==> src/rtl/sprite_position_ctrl.sv <==
// Joystick-driven sprite position controller.
// Synchronizes four direction buttons, steps a clamped joystick position at a fixed
// rate, latches it into the player position once per frame on the vsync rising edge,
// and compares the player position against the beam to form hstart/vstart strobes.
module sprite_position_ctrl #(
    parameter int unsigned H_DISPLAY = 640,
    parameter int unsigned V_DISPLAY = 480,
    parameter int unsigned SPRITE_W  = 16,
    parameter int unsigned SPRITE_H  = 16,
    parameter int unsigned TICK_DIV  = 250000
) (
    input  logic       i_clk,
    input  logic       i_reset,
    input  logic       i_left,
    input  logic       i_right,
    input  logic       i_up,
    input  logic       i_down,
    input  logic       i_vsync,
    input  logic [9:0] i_hpos,
    input  logic [9:0] i_vpos,
    output logic [9:0] o_joy_x,
    output logic [9:0] o_joy_y,
    output logic [9:0] o_player_x,
    output logic [9:0] o_player_y,
    output logic       o_hstart,
    output logic       o_vstart,
    output logic       o_step_tick
);

    localparam logic [9:0]  X_MAX     = 10'(H_DISPLAY - SPRITE_W);
    localparam logic [9:0]  Y_MAX     = 10'(V_DISPLAY - SPRITE_H);
    localparam logic [9:0]  X_RESET   = 10'(H_DISPLAY / 2);
    localparam logic [9:0]  Y_RESET   = 10'(V_DISPLAY / 2);
    localparam logic [23:0] TICK_LAST = 24'(TICK_DIV - 1);

    // Button bit order: {left, right, up, down}
    logic [3:0]  r_btn_meta;
    logic [3:0]  r_btn_sync;
    logic [23:0] r_presc;
    logic        r_step_tick;
    logic [9:0]  r_joy_x;
    logic [9:0]  r_joy_y;
    logic [9:0]  r_player_x;
    logic [9:0]  r_player_y;
    logic        r_vsync_prev;

    logic        w_left;
    logic        w_right;
    logic        w_up;
    logic        w_down;
    logic        w_vsync_rise;
    logic [9:0]  w_joy_x_next;
    logic [9:0]  w_joy_y_next;

    assign w_left       = r_btn_sync[3];
    assign w_right      = r_btn_sync[2];
    assign w_up         = r_btn_sync[1];
    assign w_down       = r_btn_sync[0];
    assign w_vsync_rise = i_vsync & ~r_vsync_prev;

    // Two-flop synchronizer for the raw asynchronous buttons
    always_ff @(posedge i_clk or posedge i_reset) begin
        if (i_reset) begin
            r_btn_meta <= 4'b0000;
            r_btn_sync <= 4'b0000;
        end else begin
            r_btn_meta <= {i_left, i_right, i_up, i_down};
            r_btn_sync <= r_btn_meta;
        end
    end

    // Step prescaler: wraps every TICK_DIV cycles, tick is registered one cycle after wrap
    always_ff @(posedge i_clk or posedge i_reset) begin
        if (i_reset) begin
            r_presc     <= 24'd0;
            r_step_tick <= 1'b0;
        end else if (r_presc == TICK_LAST) begin
            r_presc     <= 24'd0;
            r_step_tick <= 1'b1;
        end else begin
            r_presc     <= r_presc + 24'd1;
            r_step_tick <= 1'b0;
        end
    end

    // X movement: left has priority over right, saturating at both edges
    always_comb begin
        w_joy_x_next = r_joy_x;
        if (r_step_tick) begin
            if (w_left) begin
                if (r_joy_x != 10'd0) begin
                    w_joy_x_next = r_joy_x - 10'd1;
                end
            end else if (w_right && (r_joy_x != X_MAX)) begin
                w_joy_x_next = r_joy_x + 10'd1;
            end
        end
    end

    // Y movement: up has priority over down, saturating at both edges
    always_comb begin
        w_joy_y_next = r_joy_y;
        if (r_step_tick) begin
            if (w_up) begin
                if (r_joy_y != 10'd0) begin
                    w_joy_y_next = r_joy_y - 10'd1;
                end
            end else if (w_down && (r_joy_y != Y_MAX)) begin
                w_joy_y_next = r_joy_y + 10'd1;
            end
        end
    end

    // Live joystick position register
    always_ff @(posedge i_clk or posedge i_reset) begin
        if (i_reset) begin
            r_joy_x <= X_RESET;
            r_joy_y <= Y_RESET;
        end else begin
            r_joy_x <= w_joy_x_next;
            r_joy_y <= w_joy_y_next;
        end
    end

    // Frame latch: player takes the pre-step joystick value on the vsync rising edge
    always_ff @(posedge i_clk or posedge i_reset) begin
        if (i_reset) begin
            r_vsync_prev <= 1'b0;
            r_player_x   <= X_RESET;
            r_player_y   <= Y_RESET;
        end else begin
            r_vsync_prev <= i_vsync;
            if (w_vsync_rise) begin
                r_player_x <= r_joy_x;
                r_player_y <= r_joy_y;
            end
        end
    end

    // Beam compare strobes for the renderer
    always_comb begin
        o_hstart = (i_hpos == r_player_x);
        o_vstart = (i_vpos == r_player_y);
    end

    assign o_joy_x     = r_joy_x;
    assign o_joy_y     = r_joy_y;
    assign o_player_x  = r_player_x;
    assign o_player_y  = r_player_y;
    assign o_step_tick = r_step_tick;

endmodule

==> config.mk <==
export PLATFORM = sky130hd
export DESIGN_NAME = sprite_position_ctrl
export DESIGN_NICKNAME = d
export VERILOG_FILES = /design/src/rtl/sprite_position_ctrl.sv
export SDC_FILE = /design/constraint.sdc
export NUM_CORES = 1
export LEC_CHECK = 0
export CAP_MARGIN = 20
export CORE_MARGIN = 3
export CORE_UTILIZATION = 57
export DETAILED_ROUTE_END_ITERATION = 12
export PLACE_DENSITY = 0.86
export SYNTH_ARGS = -nofsm -noshare
export SYNTH_HDL_FRONTEND = slang
export SYNTH_SLANG_ARGS = --single-unit
==> constraint.sdc <==
create_clock -name i_clk -period 6.9 [get_ports i_clk]
set_input_delay 2.07 -clock i_clk [delete_from_list [all_inputs] [get_ports i_clk]]
set_output_delay 2.07 -clock i_clk [all_outputs]
set_load 0.02 [all_outputs]
## Word-level counts from Yosys, hierarchy flattened

Index checks and enable logic that the tools add are counted.

| storage, ports and cells | value |
|---|---|
| register bits | 74 |
| input bits | 27 |
| output and inout port bits | 43 |
| word-level logic and storage cells | 39 |

| operators by class | value |
|---|---|
| add/subtract/negate cells | 5 |
| equal/unequal tests | 7 |
| multiplexer cells | 8 |
| bitwise operators | 2 |
| reductions and logical operators | 8 |

Operators with widths:

| cell | count |
|---|---|
| two-way mux 10 bit | 6 |
| adder 24 x 1 -> 24 bit, second input constant | 1 |
| == test 24 x 18 -> 1 bit, second input constant | 1 |
| two-way mux 24 bit | 1 |
| adder 10 x 1 -> 10 bit, second input constant | 2 |
| == test 10 bit | 2 |
| nonzero test 10 bit | 2 |
| subtractor 10 x 1 -> 10 bit, second input constant | 2 |
| inequality test 10 bit, second input constant | 1 |
| inequality test 10 x 9 -> 1 bit, second input constant | 1 |
| AND reduction 3 bit | 2 |
| inequality test 2 x 1 -> 1 bit, second input constant | 2 |
| nonzero test 2 bit | 2 |
| logical AND 1 bit | 2 |
| bitwise AND 1 bit | 1 |
| two-way mux 1 bit | 1 |
| inverter 1 bit | 1 |

## Depth between registers and ports, before layout

| logic depth | value |
|---|---|
| word-level depth | 4 |
| mapped depth | 8 |
| mapped depth without buffers | 8 |

## Worst setup path after synthesis

OpenSTA, ideal clock, no wires.

| timing | value |
|---|---|
| kind | in2out |
| from | in i_hpos[3] |
| to | out o_hstart |
| arrival time | 2,976 ps |
| path slack | 1,854 ps |
| stages on the path | 3 |
| buffers on the path | 0 |
| cells stage by stage | xnor2_1 nand4_1 nor4_1 |

| on the way | value |
|---|---|
| word-level cells in the longest chain between the ends | 1 |

Ends and longest elaborated chain:

| item | line | source |
|---|---|---|
| start: declaration | 19 | `input logic [9:0] i_hpos,` |
| == test 10 bit | 142 | `o_hstart = (i_hpos == r_player_x);` |
| end: declaration | 25 | `output logic o_hstart,` |

Every way passes these cells.

## Worst setup path after layout

| timing | value |
|---|---|
| from | in i_hpos[0] |
| to | out o_hstart |

The elaborated chain is that of the path after synthesis.

==> impl_metrics.tcl <==
set metrics [dict create \
    ys_seq_elements 74 \
    root_buffer "clkbuf_8" \
    crit_start "i_hpos[0]" \
    synthCells 354 \
    p_leak_nw 2.146 \
    worstPathArrival_ps 3680 \
    tns_ps 0 \
    synth_area_um2 3874 \
    cts_setup_buffers 0 \
    criticalPathCategory "primary input to primary output" \
    grt_overflow_total 0 \
    hold_viol 0 \
    synthesis.nets 400 \
    grt_max_degree 75 \
    fmax_ghz 0.1739 \
    cts_tree "done" \
    routedWlPerCell_um 16.37 \
    layout-drive-gt1-share 0.1264 \
    grt_antenna_before_repair 0 \
    numCtsBuffers 9 \
    synth_top_area_frac 0.4005 \
    r2r_start "r_presc[18]" \
    finalNonFillerCells 512 \
    die_x_um 88.44 \
    dp.cells 496 \
    hold_path.class "register to register" \
    cts_num_sinks 74 \
    n_antenna_cell 0 \
    synth.area.top_cells "dfrtp_1 40%, xnor2_1 8.6%, dfstp_2 8.1%" \
    insertion_delay_ps 340 \
    start_util 0.5998 \
    synthArstFlopShare 1.000 \
    period_needed_ps 5750 \
    core_area_um2 6459 \
    vias_per_cell 5.754 \
    ctsResizeCount 0 \
    clk_pin_slew_ps 70 \
    path_max_fanout 1 \
    setup_viol 0 \
    firstDrtPassIters 5 \
    run_status "finished clean" \
    drc 0 \
    synth-edff-count 0 \
    synth.distinct_cells 45 \
    hp-start "r_btn_meta[3]" \
    postSynthAreaPerCell_um2 10.94 \
    post-route-period-util 0.8333 \
    power_density_nw_per_um2 174.2 \
    row_count 29 \
    wl_um 8379 \
    rsz0062_at_grt "false" \
    io_pins 70 \
    critPathLaunchType "primary input" \
    synth_top_area_cell "dfrtp_1" \
    relSlewSlack 0.2521 \
    yosysWarnings 0 \
    cts_buffer_depth 2 \
    seq_area_frac_synth 0.4819 \
    grt_pass1_wl_um 13410 \
    drv_slew 0 \
    max_cap_viol_count 0 \
    gp_congestion 0.8734 \
    grt_usage 0.2248 \
    syn_to_final_growth_pct 25.39 \
    port_buffers 69 \
    antenna_left 0 \
    r2r_slack_ps 4540 \
    grt_pass1_vias 2923 \
    fin_skew_ps 7.770 \
    dieArea_um2 7821 \
    tightestPinTransition_ps 1113 \
    critPathRequiredTime_ps 4830 \
    cts_hold_buffers 0 \
    utilization 0.7520 \
    synth_flop_cell "dfrtp_1" \
    num_vias 2946 \
    hpwl_um 6077 \
    cts_max_level 3 \
    die_h_um 88.44 \
    vdd.ir_drop.worst_v 0.0001083 \
    drt_iter0_drc 162 \
    endpoint_kind "primary output" \
    nNetsFinal 476 \
]
## path summary, 6_finish.rpt
| check | end | depth (start not counted) |
|---|---|---|
| max | o_hstart | 5 |
| min | r_btn_sync[3] | 0 |
| max reg2reg | r_presc[22] | 4 |
| min reg2reg | r_btn_sync[3] | 0 |
| max in group asynchronous | o_joy_y[0] | 3 |
| min in group asynchronous | r_btn_sync[0] | 3 |
## sequential cells by signal (all words and copies together) (netlist names)
signal        cells
o_player_y       10
o_joy_y          10
o_joy_x          10
r_presc          24
r_btn_meta        4
r_btn_sync        4
o_step_tick       1
r_vsync_prev      1
o_player_x       10
## worst max-delay path: stages
cell and delay (ps):
clkdlybuf4s50_1 470, xnor2_1 140, nand4_1 120, nor4_1 230, clkdlybuf4s50_1 650
## synth_stat cells, drive strengths merged (2+ instances only)
library cell	n
dfrtp	62
xnor2	38
o21ai	27
nor2	26
nand2	24
mux2	22
xor2	20
ha	17
dfstp	12
nand3	12
inv	11
a21o	8
and3	8
nand4	8
nor4	8
a21oi	6
nor2b	5
nor3	5
a211oi	4
and4	4
buf	4
o21a	3
a31oi	2
and2	2
clkbuf	2
fa	2
o41ai	2
## metrics by stage
stage / setup slack (ps) / hold WS (ps) / total power [mW] / area [um^2]
6_report: 1150 / 349.5 / 0.8463 / 4857
5_1_grt: 1109 / 366.1 / 0.8811 / 4857
4_1_cts: 1132 / 350.8 / 0.8543 / 4857
3_5_place_dp: 1136 / 334.7 / 0.4978 / 4641
3_3_place_gp: 1187 / 333.2 / 0.4954 / 4641
2_1_floorplan: 1854 / 331.2 / 0.4740 / 3874
## per-layer routing
layer / GRT usage / wire (um) / share of wire
met1: 0.2676 / 3565 / 0.43
met2: 0.3997 / 4255 / 0.51
met3: 0.03445 / 383 / 0.046
met4: 0.1030 / 174 / 0.021
met5: 0 / 0 / 0
## cell type report
cell class / instances / area [um^2]
clock buffer: 15 / 186.4
clock inverter: 1 / 30.03
fill: 410 / 1602
inverter: 11 / 41.29
multi-input combinational: 263 / 1931
sequential: 74 / 1867
tap: 77 / 96.34
timing repair buffer: 71 / 705.7
## cell families after synthesis
group,after synthesis,synth area share
DFF,74,0.4819
and+or+nand+nor,106,0.1408
xor gates and xnor gates,58,0.1311
muxes,22,0.06395
adders and majority gates,19,0.06524
buffers and inverters,17,0.01970
AOI/OAI and AO/OA,58,0.09723
## power by group
| group | switching, mW | internal, mW |
|---|---|---|
| Combinational | 0.0242 | 0.0257 |
| Clock | 0.150 | 0.207 |
| Sequential | 0.00284 | 0.437 |
## cells in the final DEF (no fill, tap or decap), types with 2 or more instances in the layout
cell,n
nor2b_1,5
clkdlybuf4s50_1,69
xor2_1,20
xnor2_1,38
inv_1,10
dfrtp_1,62
a21o_1,8
o41ai_1,2
nor2_1,26
nand3_1,12
o21a_1,3
ha_1,17
fa_1,2
buf_4,2
and4_1,4
dfstp_2,12
clkbuf_8,13
a211oi_1,4
nor3_1,4
nand2_1,24
nor4_1,7
a31oi_1,2
and2_1,2
clkbuf_1,2
mux2_2,22
and3_1,8
o21ai_1,2
a21oi_1,6
o21ai_0,23
nand4_1,8
Note: power is estimated with default switching activity, not from simulation.
